==> src/rtl/mac_result_drain.sv <==
// Result drain for the 2x2 MAC array: gathers accumulator tiles into an N-entry
// requantized buffer, then streams the elements out over a valid/ready port.
module mac_result_drain #(
    parameter int ACC_W = 16,
    parameter int OUT_W = 8,
    parameter int N     = 16,
    parameter int SHIFT = 0,
    parameter int RELU  = 1
) (
    input  logic                 clk,
    input  logic                 rst,
    input  logic                 layer_start,
    input  logic                 capture_en,
    input  logic [2:0]           acc_sel,
    input  logic [ACC_W-1:0]     acc_out_0,
    input  logic [ACC_W-1:0]     acc_out_1,
    input  logic [ACC_W-1:0]     acc_out_2,
    input  logic [ACC_W-1:0]     acc_out_3,
    input  logic [3:0]           valid_out,
    output logic [OUT_W-1:0]     y_data,
    output logic [$clog2(N)-1:0] y_idx,
    output logic                 y_valid,
    input  logic                 y_ready,
    output logic                 y_last,
    output logic                 done,
    output logic                 busy,
    output logic                 dup_err,
    output logic                 range_err
);

    localparam int IDX_W = $clog2(N);
    localparam int TILES = N / 4;
    // Saturation bounds expressed at accumulator width (assumes ACC_W > OUT_W).
    localparam logic signed [ACC_W-1:0] SAT_MAX = ACC_W'((1 << (OUT_W - 1)) - 1);
    localparam logic signed [ACC_W-1:0] SAT_MIN = ACC_W'(-(1 << (OUT_W - 1)));

    typedef enum logic [1:0] {
        IDLE    = 2'd0,
        COLLECT = 2'd1,
        DRAIN   = 2'd2
    } state_t;

    state_t             state_q, state_d;
    logic [N-1:0]       mask_q, mask_d;
    logic [OUT_W-1:0]   res_q [N];
    logic [OUT_W-1:0]   res_d [N];
    logic [IDX_W-1:0]   idx_q, idx_d;
    logic               dup_q, dup_d;
    logic               rng_q, rng_d;
    logic               done_q, done_d;

    logic [ACC_W-1:0]   acc [4];
    logic [OUT_W-1:0]   rq  [4];
    logic               tile_ok;

    function automatic logic [OUT_W-1:0] requant(input logic [ACC_W-1:0] a);
        logic signed [ACC_W-1:0] s;
        s = $signed(a) >>> SHIFT;
        if (RELU != 0 && s[ACC_W-1]) s = '0;
        if (s > SAT_MAX) s = SAT_MAX;
        if (s < SAT_MIN) s = SAT_MIN;
        return s[OUT_W-1:0];
    endfunction

    assign acc[0] = acc_out_0;
    assign acc[1] = acc_out_1;
    assign acc[2] = acc_out_2;
    assign acc[3] = acc_out_3;

    always_comb begin
        for (int k = 0; k < 4; k++) rq[k] = requant(acc[k]);
    end

    assign tile_ok = ({1'b0, acc_sel} < 4'(TILES));

    always_comb begin
        state_d = state_q;
        mask_d  = mask_q;
        res_d   = res_q;
        idx_d   = idx_q;
        dup_d   = dup_q;
        rng_d   = rng_q;
        done_d  = 1'b0;
        case (state_q)
            IDLE: begin
                if (layer_start) begin
                    state_d = COLLECT;
                    mask_d  = '0;
                    dup_d   = 1'b0;
                    rng_d   = 1'b0;
                    idx_d   = '0;
                end
            end
            COLLECT: begin
                // A restart wins over any capture presented in the same cycle.
                if (layer_start) begin
                    mask_d = '0;
                    dup_d  = 1'b0;
                    rng_d  = 1'b0;
                    idx_d  = '0;
                end else if (capture_en) begin
                    if (!tile_ok) begin
                        if (|valid_out) rng_d = 1'b1;
                    end else begin
                        for (int r = 0; r < N; r++) begin
                            if (valid_out[2'(r % 4)] && acc_sel == 3'(r / 4)) begin
                                if (mask_q[r]) dup_d = 1'b1;
                                res_d[r]  = rq[2'(r % 4)];
                                mask_d[r] = 1'b1;
                            end
                        end
                    end
                    if (&mask_d) state_d = DRAIN;
                end
            end
            DRAIN: begin
                if (y_ready) begin
                    if (idx_q == IDX_W'(N - 1)) begin
                        state_d = IDLE;
                        idx_d   = '0;
                        done_d  = 1'b1;
                    end else begin
                        idx_d = idx_q + IDX_W'(1);
                    end
                end
            end
            default: state_d = IDLE;
        endcase
    end

    always_ff @(posedge clk or negedge rst) begin
        if (!rst) begin
            state_q <= IDLE;
            mask_q  <= '0;
            idx_q   <= '0;
            dup_q   <= 1'b0;
            rng_q   <= 1'b0;
            done_q  <= 1'b0;
            for (int r = 0; r < N; r++) res_q[r] <= '0;
        end else begin
            state_q <= state_d;
            mask_q  <= mask_d;
            idx_q   <= idx_d;
            dup_q   <= dup_d;
            rng_q   <= rng_d;
            done_q  <= done_d;
            res_q   <= res_d;
        end
    end

    // y_valid/y_data come straight from registers, so they hold during a stall.
    assign y_valid   = (state_q == DRAIN);
    assign y_data    = res_q[idx_q];
    assign y_idx     = idx_q;
    assign y_last    = y_valid && (idx_q == IDX_W'(N - 1));
    assign done      = done_q;
    assign busy      = (state_q != IDLE);
    assign dup_err   = dup_q;
    assign range_err = rng_q;

endmodule

==> config.mk <==
export PLATFORM = sky130hd
export DESIGN_NAME = mac_result_drain
export DESIGN_NICKNAME = d
export VERILOG_FILES = /design/src/rtl/mac_result_drain.sv
export SDC_FILE = /design/constraint.sdc
export NUM_CORES = 1
export LEC_CHECK = 0
export ABC_AREA = 1
export CAP_MARGIN = 20
export CORE_MARGIN = 2
export CORE_UTILIZATION = 45
export CTS_CLUSTER_DIAMETER = 40
export DETAILED_ROUTE_END_ITERATION = 16
export HOLD_SLACK_MARGIN = 0.12
export PLACE_DENSITY = 0.82
export REMOVE_ABC_BUFFERS = 1
export SLEW_MARGIN = 15
export SYNTH_ARGS = -nofsm -noshare
export SYNTH_HDL_FRONTEND = slang
export SYNTH_SLANG_ARGS = --single-unit
==> constraint.sdc <==
create_clock -name clk -period 1.3 [get_ports clk]
set_input_delay 0.195 -clock clk [delete_from_list [all_inputs] [get_ports clk]]
set_output_delay 0.195 -clock clk [all_outputs]
set_load 0.02 [all_outputs]
# Yosys cells after proc, flatten, opt, wreduce, memory -nomap -nowiden
# Cells that the tools add are included.
# Widths: inputs -> output; s select.
[totals]
ff_bits = 89
out_inout_bits = 18
in_bits = 76
elab_cells = 147
[op_classes]
eq_ne = 17
reduce_logical = 30
n_addsub = 1
n_lt_le_gt_ge = 6
bitwise = 2
muxes = 77
[op_table]
columns = ["op", "count"]
rows = [
  ["$mux 16", 6],
  ["$mux 15", 4],
  ["$mux 1", 47],
  ["$reduce_and 5->1", 9],
  ["$bmux 8 s4", 1],
  ["$lt 16x8->1 const B", 2],
  ["$mux 8", 4],
  ["$pmux 16 s2", 1],
  ["$gt 15x7->1 const B", 2],
  ["$reduce_and 16->1", 1],
  ["$mux 14", 1],
  ["$mux 2", 6],
  ["$mux 4", 3],
  ["$ne 3x3->1 const B", 4],
  ["$logic_and 1x1->1", 9],
  ["$ne 2x2->1 const B", 4],
  ["$pmux 4 s2", 1],
  ["$eq 3x2->1 const B", 2],
  ["$ne 2x1->1 const B", 3],
  ["$pmux 2 s3", 1],
  ["$reduce_and 3->1", 2],
  ["$reduce_and 6->1", 1],
  ["$reduce_bool 2->1", 3],
  ["$ge 5x5->1 const B", 1],
  ["other kinds (14)", 15],
]

# Longest topological paths before layout
[logic_depth]
depth_word = 33
mapped_depth = 9
depth_no_buf = 9

# Worst setup path after synthesis
# Ideal clock, no wire load.
[synth_path]
kind = "flip-flop to output port"
start = "reg idx_q[0] (netlist: y_idx[0])"
end = "out y_data[0]"
path_buffers = 1
required_ps = 1105
arrival_time_ps = 1382
stages_incl_launch_ff = 6
slack_ps = -277
path_cell_list = "dfrtp_1 inv_2 clkbuf_1 nor2_1 o211ai_1 and3_1"
[synth_via]
elab_chain_cells = 4
[synth_lines]
columns = ["item", "line_no", "text"]
rows = [
  ["start: declaration", "47", "logic [IDX_W-1:0] idx_q, idx_d;"],
  ["start signal: assignment", "143", "idx_q <= idx_d;"],
  ["$not 4->5 (implied by the code)", "153", "assign y_data = res_q[idx_q];"],
  ["$bmux 8 s4", "153", ""],
  ["$mux 8 (implied by the code) (2 in series)", "153", ""],
  ["end: declaration", "20", "output logic [OUT_W-1:0] y_data,"],
]
# No other way between the ends. The select of a mux whose other input is x is not followed.

# Worst setup path in the final report
[layout_path]
start = "reg idx_q[0] (netlist: y_idx[0])"
end = "out y_data[1]"
# Same word-level chain as after synthesis.

==> metrics.md <==
| Metric | Value |
|---|---|
| Status | complete, but fails checks |
| Failing checks | negative setup slack |
| Slew @ Worst Pin | around 660 ps |
| Maximum VDD drop | ~960 uV |
| CP Max Fanout | 11 |
| Antenna Nets Post-Route | 0 |
| Via count | ~4,100 |
| Fmax | 532 MHz |
| CP required | roughly 1100 ps |
| Fin Setup TNS | -17,010 ps |
| Main synth FF type | dfrtp_1 |
| Clock buffer depth | 2 |
| CP Buf/Inv Count | 3 |
| Final period util | 1.45 |
| CP arrival | about 1700 ps |
| Max-cap viol count | 0 |
| Leakage Power | 2.77 nW |
| Sequential fraction of the synthesis area | 0.510 |
| Max incr delay on CP | approximately 440 ps |
| Mean post-synth cell area | 8.49 um^2 |
| Synth warn | 0 |
| Clock Sinks | between 80 and 90 |
| Via density | 5.70 |
| RSZ-0062 raised after global routing | yes |
| Port bufs | 61 |
| FP Rows | 34 |
| Cells after Synth | 468 |
| Worst setup EP type | output port |
| Final Hold Viols | 0 |
| CP Launch Type | flip-flop |
| Final-report max-slew violation count | 0 |
| Crit path max-delay family | flip-flops |
| CTS H-tree lvls | 3 |
| Io pins | 94 |
| Vias in the first global route | 4,170 |
| Worst Hold Class | input port to asynchronous set/reset pin |
| Die W | 97.9 um |
| Total power | between 6 and 7 mW |
| Final core utilization | 0.742 |
| EDFF count, synth | 0 |
| Routed wire length | roughly 13 mm |
| Die area | ~9600 um^2 |
| Root Buffer Master | clkbuf_8 |
| Area leader, netlist | dfrtp_1 |
| DR iter-0 viols | 274 |
| CTS buffer count | 9 |
| WL/cell | between 15 and 20 um |
| Max transition margin | 0.560 |
| Ant diodes | 0 |
| Worst hold slack | between 300 and 400 ps |
| CP most frequent cell | buf_4 |
| Final min period | roughly 1900 ps |
| Mapped Area | roughly 4000 um^2 |
| Leading post-synthesis cells by cell area | dfrtp_1, nor2_1, nand2_1 |
| DRC Markers | 0 |
| First-pass GRT wire length | roughly 20 mm |
| Worst skew pair latency | 350 ps |
| Critical path type | flip-flop to output port |
| Die Span Y | about 98 um |
| Worst Skew | roughly 11 ps |
| Async SR Flop Fraction | 1.00 |
| Largest net degree at the start of global routing | slightly above 80 |
| Crit-path cells | inv_2, buf_4, nor2_1, o211ai_1, and3_1, buf_4 |
| Nets | 691 |
| Layout cells sized above 1 | 0.426 |
| # fillers | between 500 and 600 |
| Synth cell types | 31 |
| Most frequent cells after synthesis | nor2_1, dfrtp_1, nand2_1, o21ai_0 |
| Top-area cell type share of the netlist area | 0.510 |
| CTS tree | built |
| Most common cell in the synthesized netlist | nor2_1 |
| Fin worst setup slack | -579 ps |
| Register bit total from synthesis | between 80 and 90 |
| Pwr dens | around 1100 nW/um^2 |
| GR Util All Layers | 0.269 |
| Synth-to-layout area growth | 61.3% |
| Gpl congestion | 0.900 |
| HPWL after detailed placement | 7.58 mm |
| Antenna violations before repair | 0 |
| Clk slew on worst S/H paths | around 90 ps |
| Final setup violation count | just over 90 |
| Slowest-stage cell, CP | dfrtp_2 |
| Pre-antenna DRT Iters | 5 |
| Starting Density | 0.460 |
| Grt ovf | 0 |
| Core area | approximately 8600 um^2 |
-- through the flow --
stage	std cells	setup slack, ps	cell area (um^2)
floorplan	450	-708	3850
global placement	677	-606	5120
detailed placement	677	-612	5120
CTS	719	-566	5960
global route	727	-655	6410
finish	727	-579	6410
-- final timing paths --
check	from	end	slack, ps	cells past startpoint
worst max-delay path	y_idx[0]$_DFFE_PN0P_	y_data[1]	-580	6
worst min-delay path	rst	range_err$_DFFE_PN0P_	380	3
worst max register to register	state_q[0]$_DFFE_PN0P_	res_q[48]$_DFFE_PN0P_	-230	9
worst min register to register	res_q[24]$_DFFE_PN0P_	res_q[24]$_DFFE_PN0P_	490	2
max in group asynchronous	rst	y_idx[2]$_DFFE_PN0P_	530	3
min in group clk	acc_sel[2]	range_err$_DFFE_PN0P_	480	3
-- placed cells by master, fill, tap and decap left out, drive strengths merged --
master         count
a21boi             3
a21oi             27
a31oi              1
and3               8
buf               97
bufinv             1
clkbuf            17
clkdlybuf4s50     39
clkinv             5
clkinvlp           1
dfrtp             81
dlygate4sd2        5
dlygate4sd3        1
ha                 1
inv               26
nand2             74
nand3             16
nand4              5
nor2             100
nor3               3
nor4               1
o211ai            14
o21ai             78
o21bai             1
o31ai             14
-- worst min-delay path, cell delays in order --
cell           delay, ps
dlygate4sd3_1        530
buf_4                110
buf_12               340
-- area by class of cell --
type | count | area, um^2 | area share
repair inverters | 1 | 11.3 | 0.00176
clock buffers | 12 | 155 | 0.0242
well taps | 108 | 135 | 0.0211
multi-input cells | 346 | 2360 | 0.369
repair buffers | 147 | 1510 | 0.236
inverters | 28 | 146 | 0.0229
flip-flops and latches | 81 | 2030 | 0.317
clock inverters | 4 | 51.3 | 0.00801
-- cells by family (layout without fill, tap and decap cells) --
family,after synthesis,in the layout,synth area share
compound gates,138,138,0.200
fa+ha+maj,1,1,0.00315
buf+inv,46,192,0.0583
simple gates,202,207,0.228
flops,81,81,0.510
-- metal layers --
layer	share of wire	wire [um]	track usage	vias up
met2	0.52	6960	0.463	172
met4	0.028	371	0.104	0
met3	0.049	657	0.0558	33
met5	0	0	0	-
li1	-	-	-	1884
met1	0.40	5330	0.332	2052
-- sequential cells by signal, summed over array words and instances (netlist names) --
register / cells
y_idx: 4
state_q: 2
dup_err: 1
mask_q: 8
res_q: 64
done: 1
range_err: 1
-- power breakdown --
| part | total, mW | switching (mW) | internal, mW |
|---|---|---|---|
| combinational | 1.60 | 0.777 | 0.820 |
| clock | 1.91 | 0.912 | 0.994 |
| sequential | 3.28 | 0.379 | 2.90 |
-- what timing repair did --
action / 4_1_cts / 5_1_grt
endpoints found under the hold margin: 81 / 0
buffers inserted: 19 / 10
pin swaps: 31 / 24
resized for setup: 175 / 117
gates cloned: 7 / 2
hold buffers: 1 / 0
endpoints found under the setup margin: 88 / 93
No activity file was read; power rests on OpenSTA's default activity.
